### src/rtl/fifo_wr_side_rdptr_rx_pkg.sv
// Shared types and helpers for the write-side read-pointer receiver.
// Gray helpers work on 32-bit zero-extended values; callers size-cast the result.
package fifo_pkg;

    function automatic int unsigned PTR_W(input int unsigned aw);
        return aw + 1;
    endfunction

    typedef enum logic {
        HOLD,
        RUN
    } rx_state_t;

    function automatic logic [31:0] bin2gray(input logic [31:0] b);
        return b ^ (b >> 1);
    endfunction

    // Prefix XOR from the MSB down; zero upper bits leave narrow codes unaffected.
    function automatic logic [31:0] gray2bin(input logic [31:0] g);
        logic [31:0] b;
        b = g;
        b = b ^ (b >> 1);
        b = b ^ (b >> 2);
        b = b ^ (b >> 4);
        b = b ^ (b >> 8);
        b = b ^ (b >> 16);
        return b;
    endfunction

endpackage

### src/rtl/fifo_wr_side_rdptr_rx_if.sv
// Bus between the write unit and the read-pointer receiver.
interface fifo_wr_side_rdptr_rx_if
    import fifo_pkg::*;
#(
    parameter int unsigned AW = 4
);
    localparam int unsigned PW = PTR_W(AW);

    logic [PW-1:0] rd_ptr_gray;
    logic [PW-1:0] wr_ptr;
    logic          wren;
    logic          err_clr;
    logic [PW-1:0] rd_ptr_sync;
    logic          full;
    logic          almost_full;
    logic [PW-1:0] free_cnt;
    logic          ovf;
    logic          ptr_err;
    logic          ready;

    modport master (
        output rd_ptr_gray, wr_ptr, wren, err_clr,
        input  rd_ptr_sync, full, almost_full, free_cnt, ovf, ptr_err, ready
    );

    modport slave (
        input  rd_ptr_gray, wr_ptr, wren, err_clr,
        output rd_ptr_sync, full, almost_full, free_cnt, ovf, ptr_err, ready
    );
endinterface

### src/rtl/fifo_wr_side_rdptr_rx_sync.sv
// Multi-stage flop chain for clock-domain crossing of a Gray-coded bus.
module sync_bus_ff #(
    parameter int unsigned W      = 1,
    parameter int unsigned STAGES = 2
) (
    input  logic         clk,
    input  logic         rst,
    input  logic [W-1:0] d,
    output logic [W-1:0] q
);
    logic [STAGES-1:0][W-1:0] stg;

    always_ff @(posedge clk or posedge rst) begin
        if (rst) stg <= '0;
        else     stg <= {stg[STAGES-2:0], d};
    end

    assign q = stg[STAGES-1];
endmodule

### src/rtl/fifo_wr_side_rdptr_rx.sv
// Write-domain receiver: synchronizes the Gray read pointer and derives
// full / almost_full / free count plus sticky overflow and pointer-error flags.
module fifo_wr_side_rdptr_rx
    import fifo_pkg::*;
#(
    parameter int unsigned AW           = 4,
    parameter int unsigned SYNC_STAGES  = 2,
    parameter int unsigned AFULL_THRESH = 2
) (
    input logic                    wrclk,
    input logic                    wrrst,
    fifo_wr_side_rdptr_rx_if.slave bus
);
    localparam int unsigned   PW    = PTR_W(AW);
    localparam logic [PW-1:0] DEPTH = PW'(2 ** AW);
    localparam int unsigned   CW    = $clog2(SYNC_STAGES + 1);

    logic [PW-1:0] gray_s;
    logic [PW-1:0] rd_ptr_q;
    logic [PW-1:0] used;
    logic [PW-1:0] free_raw;
    logic          full_raw;
    logic          ready;
    rx_state_t     state_q, state_d;
    logic [CW-1:0] cnt_q, cnt_d;
    logic          ovf_q, ptr_err_q;

    sync_bus_ff #(
        .W      (PW),
        .STAGES (SYNC_STAGES)
    ) u_sync (
        .clk (wrclk),
        .rst (wrrst),
        .d   (bus.rd_ptr_gray),
        .q   (gray_s)
    );

    always_ff @(posedge wrclk or posedge wrrst) begin
        if (wrrst) rd_ptr_q <= '0;
        else       rd_ptr_q <= PW'(gray2bin(32'(gray_s)));
    end

    always_ff @(posedge wrclk or posedge wrrst) begin
        if (wrrst) begin
            state_q <= HOLD;
            cnt_q   <= '0;
        end else begin
            state_q <= state_d;
            cnt_q   <= cnt_d;
        end
    end

    // Leave HOLD on the (SYNC_STAGES+1)-th edge, when the first real pointer lands.
    always_comb begin
        state_d = state_q;
        cnt_d   = cnt_q;
        case (state_q)
            HOLD: begin
                if (cnt_q == CW'(SYNC_STAGES)) state_d = RUN;
                else                           cnt_d   = cnt_q + 1'b1;
            end
            RUN:     state_d = RUN;
            default: state_d = HOLD;
        endcase
    end

    assign ready = (state_q == RUN);

    // Modulo-2**(AW+1) subtraction absorbs pointer wrap-around.
    always_comb begin
        used     = bus.wr_ptr - rd_ptr_q;
        free_raw = DEPTH - used;
        full_raw = (used == DEPTH);
    end

    always_ff @(posedge wrclk or posedge wrrst) begin
        if (wrrst) begin
            ovf_q     <= 1'b0;
            ptr_err_q <= 1'b0;
        end else begin
            if (bus.wren && bus.full) ovf_q <= 1'b1;
            else if (bus.err_clr)     ovf_q <= 1'b0;
            if (ready && (used > DEPTH)) ptr_err_q <= 1'b1;
            else if (bus.err_clr)        ptr_err_q <= 1'b0;
        end
    end

    assign bus.rd_ptr_sync = rd_ptr_q;
    assign bus.full        = !ready || full_raw;
    assign bus.free_cnt    = ready ? free_raw : '0;
    assign bus.almost_full = !ready || (free_raw <= PW'(AFULL_THRESH));
    assign bus.ovf         = ovf_q;
    assign bus.ptr_err     = ptr_err_q;
    assign bus.ready       = ready;
endmodule

### src/flat_wrapper.sv
// flat-port wrapper written by rule: the top's interface ports become plain ports
module fifo_wr_side_rdptr_rx_flat import fifo_pkg::*;
#(
    parameter int unsigned AW           = 4,
    parameter int unsigned SYNC_STAGES  = 2,
    parameter int unsigned AFULL_THRESH = 2
)
  (wrclk, wrrst, bus_rd_ptr_gray, bus_wr_ptr, bus_wren, bus_err_clr, bus_rd_ptr_sync, bus_full, bus_almost_full, bus_free_cnt, bus_ovf, bus_ptr_err, bus_ready);
  fifo_wr_side_rdptr_rx_if #(.AW(AW)) bus_i ();
  input logic wrclk;
  input logic wrrst;
  input wire logic [$bits(bus_i.rd_ptr_gray)-1:0] bus_rd_ptr_gray;
  input wire logic [$bits(bus_i.wr_ptr)-1:0] bus_wr_ptr;
  input wire logic [$bits(bus_i.wren)-1:0] bus_wren;
  input wire logic [$bits(bus_i.err_clr)-1:0] bus_err_clr;
  output wire logic [$bits(bus_i.rd_ptr_sync)-1:0] bus_rd_ptr_sync;
  output wire logic [$bits(bus_i.full)-1:0] bus_full;
  output wire logic [$bits(bus_i.almost_full)-1:0] bus_almost_full;
  output wire logic [$bits(bus_i.free_cnt)-1:0] bus_free_cnt;
  output wire logic [$bits(bus_i.ovf)-1:0] bus_ovf;
  output wire logic [$bits(bus_i.ptr_err)-1:0] bus_ptr_err;
  output wire logic [$bits(bus_i.ready)-1:0] bus_ready;
  assign bus_i.rd_ptr_gray = bus_rd_ptr_gray;
  assign bus_i.wr_ptr = bus_wr_ptr;
  assign bus_i.wren = bus_wren;
  assign bus_i.err_clr = bus_err_clr;
  assign bus_rd_ptr_sync = bus_i.rd_ptr_sync;
  assign bus_full = bus_i.full;
  assign bus_almost_full = bus_i.almost_full;
  assign bus_free_cnt = bus_i.free_cnt;
  assign bus_ovf = bus_i.ovf;
  assign bus_ptr_err = bus_i.ptr_err;
  assign bus_ready = bus_i.ready;
  fifo_wr_side_rdptr_rx #(.AW(AW), .SYNC_STAGES(SYNC_STAGES), .AFULL_THRESH(AFULL_THRESH)) u_core (.wrclk(wrclk), .wrrst(wrrst), .bus(bus_i));
endmodule
### config.mk
export PLATFORM = sky130hd
export DESIGN_NAME = fifo_wr_side_rdptr_rx_flat
export DESIGN_NICKNAME = d
export VERILOG_FILES = /design/src/rtl/fifo_wr_side_rdptr_rx_pkg.sv /design/src/rtl/fifo_wr_side_rdptr_rx_if.sv /design/src/rtl/fifo_wr_side_rdptr_rx_sync.sv /design/src/rtl/fifo_wr_side_rdptr_rx.sv /design/src/flat_wrapper.sv
export SDC_FILE = /design/constraint.sdc
export NUM_CORES = 1
export LEC_CHECK = 0
export CAP_MARGIN = 25
export CORE_MARGIN = 2
export CORE_UTILIZATION = 48
export DETAILED_ROUTE_END_ITERATION = 10
export GPL_ROUTABILITY_DRIVEN = 0
export HOLD_SLACK_MARGIN = 0.05
export PLACE_DENSITY = 0.81
export SYNTH_ARGS = -nofsm -noshare
export SYNTH_HDL_FRONTEND = slang
export SYNTH_SLANG_ARGS = --single-unit
### constraint.sdc
create_clock -name wrclk -period 5.3 [get_ports wrclk]
set_input_delay 1.06 -clock wrclk [delete_from_list [all_inputs] [get_ports wrclk]]
set_output_delay 1.06 -clock wrclk [all_outputs]
set_load 0.01 [all_outputs]
After elaboration in Yosys (flattened, before gate mapping)
Index checks and enable logic that the tools add are counted.
{"block": "word_totals", "out_inout_bits": 15, "ff_bits": 20, "elab_cells": 35}
{"block": "classes", "add_sub_neg": 3, "bitwise_logic": 7, "mux": 6, "n_lt_le_gt_ge": 2, "eq_ne": 2, "n_reduce_logical": 8}
{"op": "$xor A29 B28 Y29", "n": 1}
{"op": "$xor A21 B21 Y21", "n": 1}
{"op": "$eq A5 B5 Y1 const B", "n": 1}
{"op": "$gt A5 B5 Y1 const B", "n": 1}
{"op": "$le A5 B2 Y1 const B", "n": 1}
{"op": "$mux W5", "n": 1}
{"op": "$sub A5 B5 Y5", "n": 1}
{"op": "$sub A5 B5 Y5 const A", "n": 1}
{"op": "$xor A5 B3 Y5", "n": 1}
{"op": "$xor A5 B4 Y5", "n": 1}
{"op": "$xor A5 B5 Y5", "n": 1}
{"op": "$mux W1", "n": 4}
{"op": "$reduce_bool A2 Y1", "n": 2}
{"op": "$add A2 B1 Y2 const B", "n": 1}
{"op": "$eq A2 B2 Y1 const B", "n": 1}
{"op": "$logic_and A1 B1 Y1", "n": 2}
{"op": "$logic_or A1 B1 Y1", "n": 2}
{"op": "$not A1 Y1", "n": 2}
{"op": "$pmux W1 S2", "n": 1}
{"op": "$reduce_and A2 Y1", "n": 1}
{"op": "$logic_not A1 Y1", "n": 1}

Longest topological paths before layout
{"block": "depth", "ltp_word": 5, "mapped_depth": 11, "mapped_depth_nobuf": 11}

Modules after synthesis
A second synthesis with hierarchy kept.
{"block": "hier_totals", "cells_unflattened": 86, "hier_area_um2": 967.2}
{"mod": "fifo_wr_side_rdptr_rx", "n_inst": 1, "cells_per_inst": 70, "area_each_um2": 675.6, "seq_area_each_um2": 250.2}
{"mod": "sync_bus_ff", "n_inst": 1, "cells_per_inst": 16, "area_each_um2": 291.5, "seq_area_each_um2": 250.2}

Least setup slack after synthesis
Ideal clock, no wire load.
{"block": "synth_path", "kind": "input -> output", "startpoint": "input port bus_wr_ptr[0]", "endpoint": "output port bus_almost_full", "stages": 10, "t_arrival_ns": 2.796, "path_buffers": 0, "setup_slack_ns": 1.444, "path_cell_list": "inv_1 -> ha_1 -> fa_1 -> nor2b_1 -> o21ai_0 -> a21o_1 -> and2_1 -> ha_1 -> nor3_1 -> a21o_1"}
{"block": "synth_via", "elab_chain_cells": 4}
{"item": "from (decl)", "line": "flat_wrapper.sv:13", "rtl": "input wire logic [$bits(bus_i.wr_ptr)-1:0] bus_wr_ptr;"}
{"item": "$sub A5 B5 Y5", "line": "fifo_wr_side_rdptr_rx.sv:71", "rtl": "used = bus.wr_ptr - rd_ptr_q;"}
{"item": "$sub A5 B5 Y5", "line": "fifo_wr_side_rdptr_rx.sv:72", "rtl": "free_raw = DEPTH - used;"}
{"item": "$le A5 B2 Y1", "line": "fifo_wr_side_rdptr_rx.sv:91", "rtl": "assign bus.almost_full = !ready || (free_raw <= PW'(AFULL_THRESH));"}
{"item": "$logic_or A1 B1 Y1", "line": "fifo_wr_side_rdptr_rx.sv:91"}
{"item": "to (decl)", "line": "flat_wrapper.sv:18", "rtl": "output wire logic [$bits(bus_i.almost_full)-1:0] bus_almost_full;"}
Every way passes these cells.

Final worst setup path
Ends and elaborated chain as after synthesis.

==> run metrics <==
Peak Freq=0.201 GHz; PnR worst setup slack=0.327 ns; most frequent cells in the layout=clkdlybuf4s50_1 (28), dfrtp_1 (20), inv_1 (12), ha_1 (8), xor2_1 (7); Slowest cell on crit path=clkdlybuf4s50_1; setup_tns=0 ns; Switching Share=0.290; worst vdd ir=0.243 mV; Slew Limit Fails=0; Synth Area per Inst=11.7 um^2; status=complete, no violations; Cell Area, Placed=1240 um^2; final-stage net count=135; CTS Hold Buffers Added=0; H-tree Lvls=1; post-layout min period=4.97 ns; mapped cell area=932 um^2; Tcrit/Tclk final=0.938; Leak=0.000631 uW; clock share of power=0.179; CP required=4.24 ns; Yosys reg bits=20; Worst Tran Pin Value=0.685 ns; Hold WC Path Type=reg -> reg; Routed Antenna Nets=0; Num CTS Buffers=3; sw power=133 uW; Internal Power=325 uW; global routing's busiest layer=met2; startpoint types=primary input; met3 Usage GRT=0.0226; combinational power share=0.446; Max-Cap Viols=0; I/O Pins=29; initial antenna violation count=0; Fin. Hold Viols=0; first-pass GRT wire length=2310 um; CTS tree=done; Cell variety after synth=23; die width=48.1 um; DP HPWL=1220 um; Setup Skew=0.00127 ns; Area growth syn-to-layout=36.9%; RSZ-0062 raised after global routing=false; # clock sinks=20; GRT Overall Usage=0.146; grt total ovfl=0; drt pass-1 iters=2; post-CTS setup buffers=0; detailed-route DRC error count=0; PwrDens=359 nW/um^2; Slew HR=0.543; Pwr Total=458 uW; layout cells sized above 1=0.0450; Post-CTS Resized=0; Syn Nets=103; dpl ws=0.298 ns; number of global-route vias before repair=584; worst setup path startpoint=bus_wr_ptr[0]; CP max FO=2; register area share after synthesis=0.537; cell family with most CP delay=buffers and inverters; R2R Path Start=u_core.bus.rd_ptr_sync[0]; fin util=0.716; grt met2 use=0.232; delay of the slowest critical-path stage=0.53 ns; min-delay src=u_core.u_sync.stg[3]; register share of total power=0.376; nature of the critical path endpoint=output pin; Synthesis Warnings=0; DR vias=622; Clk pin slew, worst setup/hold paths=0.10 ns; PortBufs=28; Cell Rows=15; initial core utilization=0.523; GR Util met1=0.198; WL final=1440 um; arrival time at the worst endpoint=3.91 ns; most common cell after layout, fill and taps aside=clkdlybuf4s50_1; Die H=48.1 um; DR vias/cell=4.57; Core Box Area=1780 um^2; Worst-Skew Late Latency=0.28 ns; largest net degree at the start of global routing=21; Die Area=2310 um^2; critical path, cell by cell=clkdlybuf4s50_1 -> inv_1 -> ha_1 -> fa_1 -> nor2b_1 -> o21ai_0 -> a21o_1 -> and2_1 -> ha_1 -> nor3_1 -> a21o_1 -> clkdlybuf4s50_1; DR iter-0 viols=4; Cells after Synth=80; post-DR wirelength/cell=10.6 um; final setup vio count=0; root buf cell=clkbuf_4; CP bufs+invs=3; clk buf depth=2; Antenna Cells=0; CP Class=in -> out; Final Instance Area=1280 um^2
## final cells by class
cell class                 instances  area (um^2)
clock buffer                       4         36.3
fill                             133          507
inverter                          12         45.0
multi-input combinational         47          383
sequential                        20          500
tap                               25         31.3
timing repair buffer              28          280
## path summary, 6_finish.rpt
| kind | end | slack [ns] | cells after the start |
|---|---|---|---|
| worst min-delay path | u_core.u_sync.q[3] | 0.36 | 0 |
| worst min register to register | u_core.u_sync.q[3] | 0.36 | 0 |
| min in group asynchronous | u_core.u_sync.stg[1] | 1.17 | 2 |
| worst max-delay path | bus_almost_full | 0.33 | 12 |
| worst max register to register | u_core.bus.ovf | 3.11 | 10 |
| max in group asynchronous | u_core.u_sync.q[4] | 3.70 | 2 |
## synthesized netlist by cell type (all sizes together)
library cell / number / area share
dfrtp: 20 / 0.54
inv: 12 / 0.048
ha: 8 / 0.11
xor2: 7 / 0.066
and2: 4 / 0.027
o21ai: 4 / 0.021
nand2: 3 / 0.012
nor2b: 3 / 0.020
a21o: 2 / 0.016
a21oi: 2 / 0.011
and3: 2 / 0.013
nor2: 2 / 0.0081
a41o: 1 / 0.011
clkbuf: 1 / 0.0040
fa: 1 / 0.021
nand2b: 1 / 0.0067
nand3: 1 / 0.0054
nand3b: 1 / 0.0081
nor3: 1 / 0.0054
o211a: 1 / 0.011
or2: 1 / 0.0067
xnor2: 1 / 0.0094
xnor3: 1 / 0.024
## flip-flops by register name, summed over array words and instances (netlist names)
register / flops
u_core.bus.ovf: 1
u_core.bus.ptr_err: 1
u_core.bus.rd_ptr_sync: 5
u_core.bus.ready: 1
u_core.cnt_q: 2
u_core.u_sync.q: 5
u_core.u_sync.stg: 5
## stage by stage
step | hold slack (ns) | cells
2_1_floorplan | 0.331 | 80
3_3_place_gp | 0.332 | 132
3_5_place_dp | 0.343 | 132
4_1_cts | 0.366 | 136
5_1_grt | 0.365 | 136
6_report | 0.362 | 136
## kinds of logic after synthesis
| kind of cell | count (synthesis) | synth area share |
|---|---|---|
| flip-flops | 20 | 0.537 |
| AND/OR/NAND/NOR | 19 | 0.113 |
| buffers and inverters | 13 | 0.0523 |
| AO/OA/AOI/OAI | 10 | 0.0698 |
| XOR/XNOR | 9 | 0.0993 |
| adder cells (fa/ha/maj) | 9 | 0.129 |
## layer usage
layer | up-vias | share of wire
li1 | 315 | -
met1 | 291 | 0.43
met2 | 14 | 0.52
met3 | 2 | 0.037
met4 | 0 | 0.0069
met5 | - | 0
## power groups by stage
stage / Sequential [uW] / Combinational (uW) / Clock (uW)
after floorplan: 179 / 106 / 0
after global routing: 174 / 224 / 93.5
after detailed placement: 175 / 207 / 0
final: 172 / 204 / 81.8
after global placement: 175 / 203 / 0
after CTS: 172 / 208 / 84.7
No activity file was read; power rests on OpenSTA's default activity.
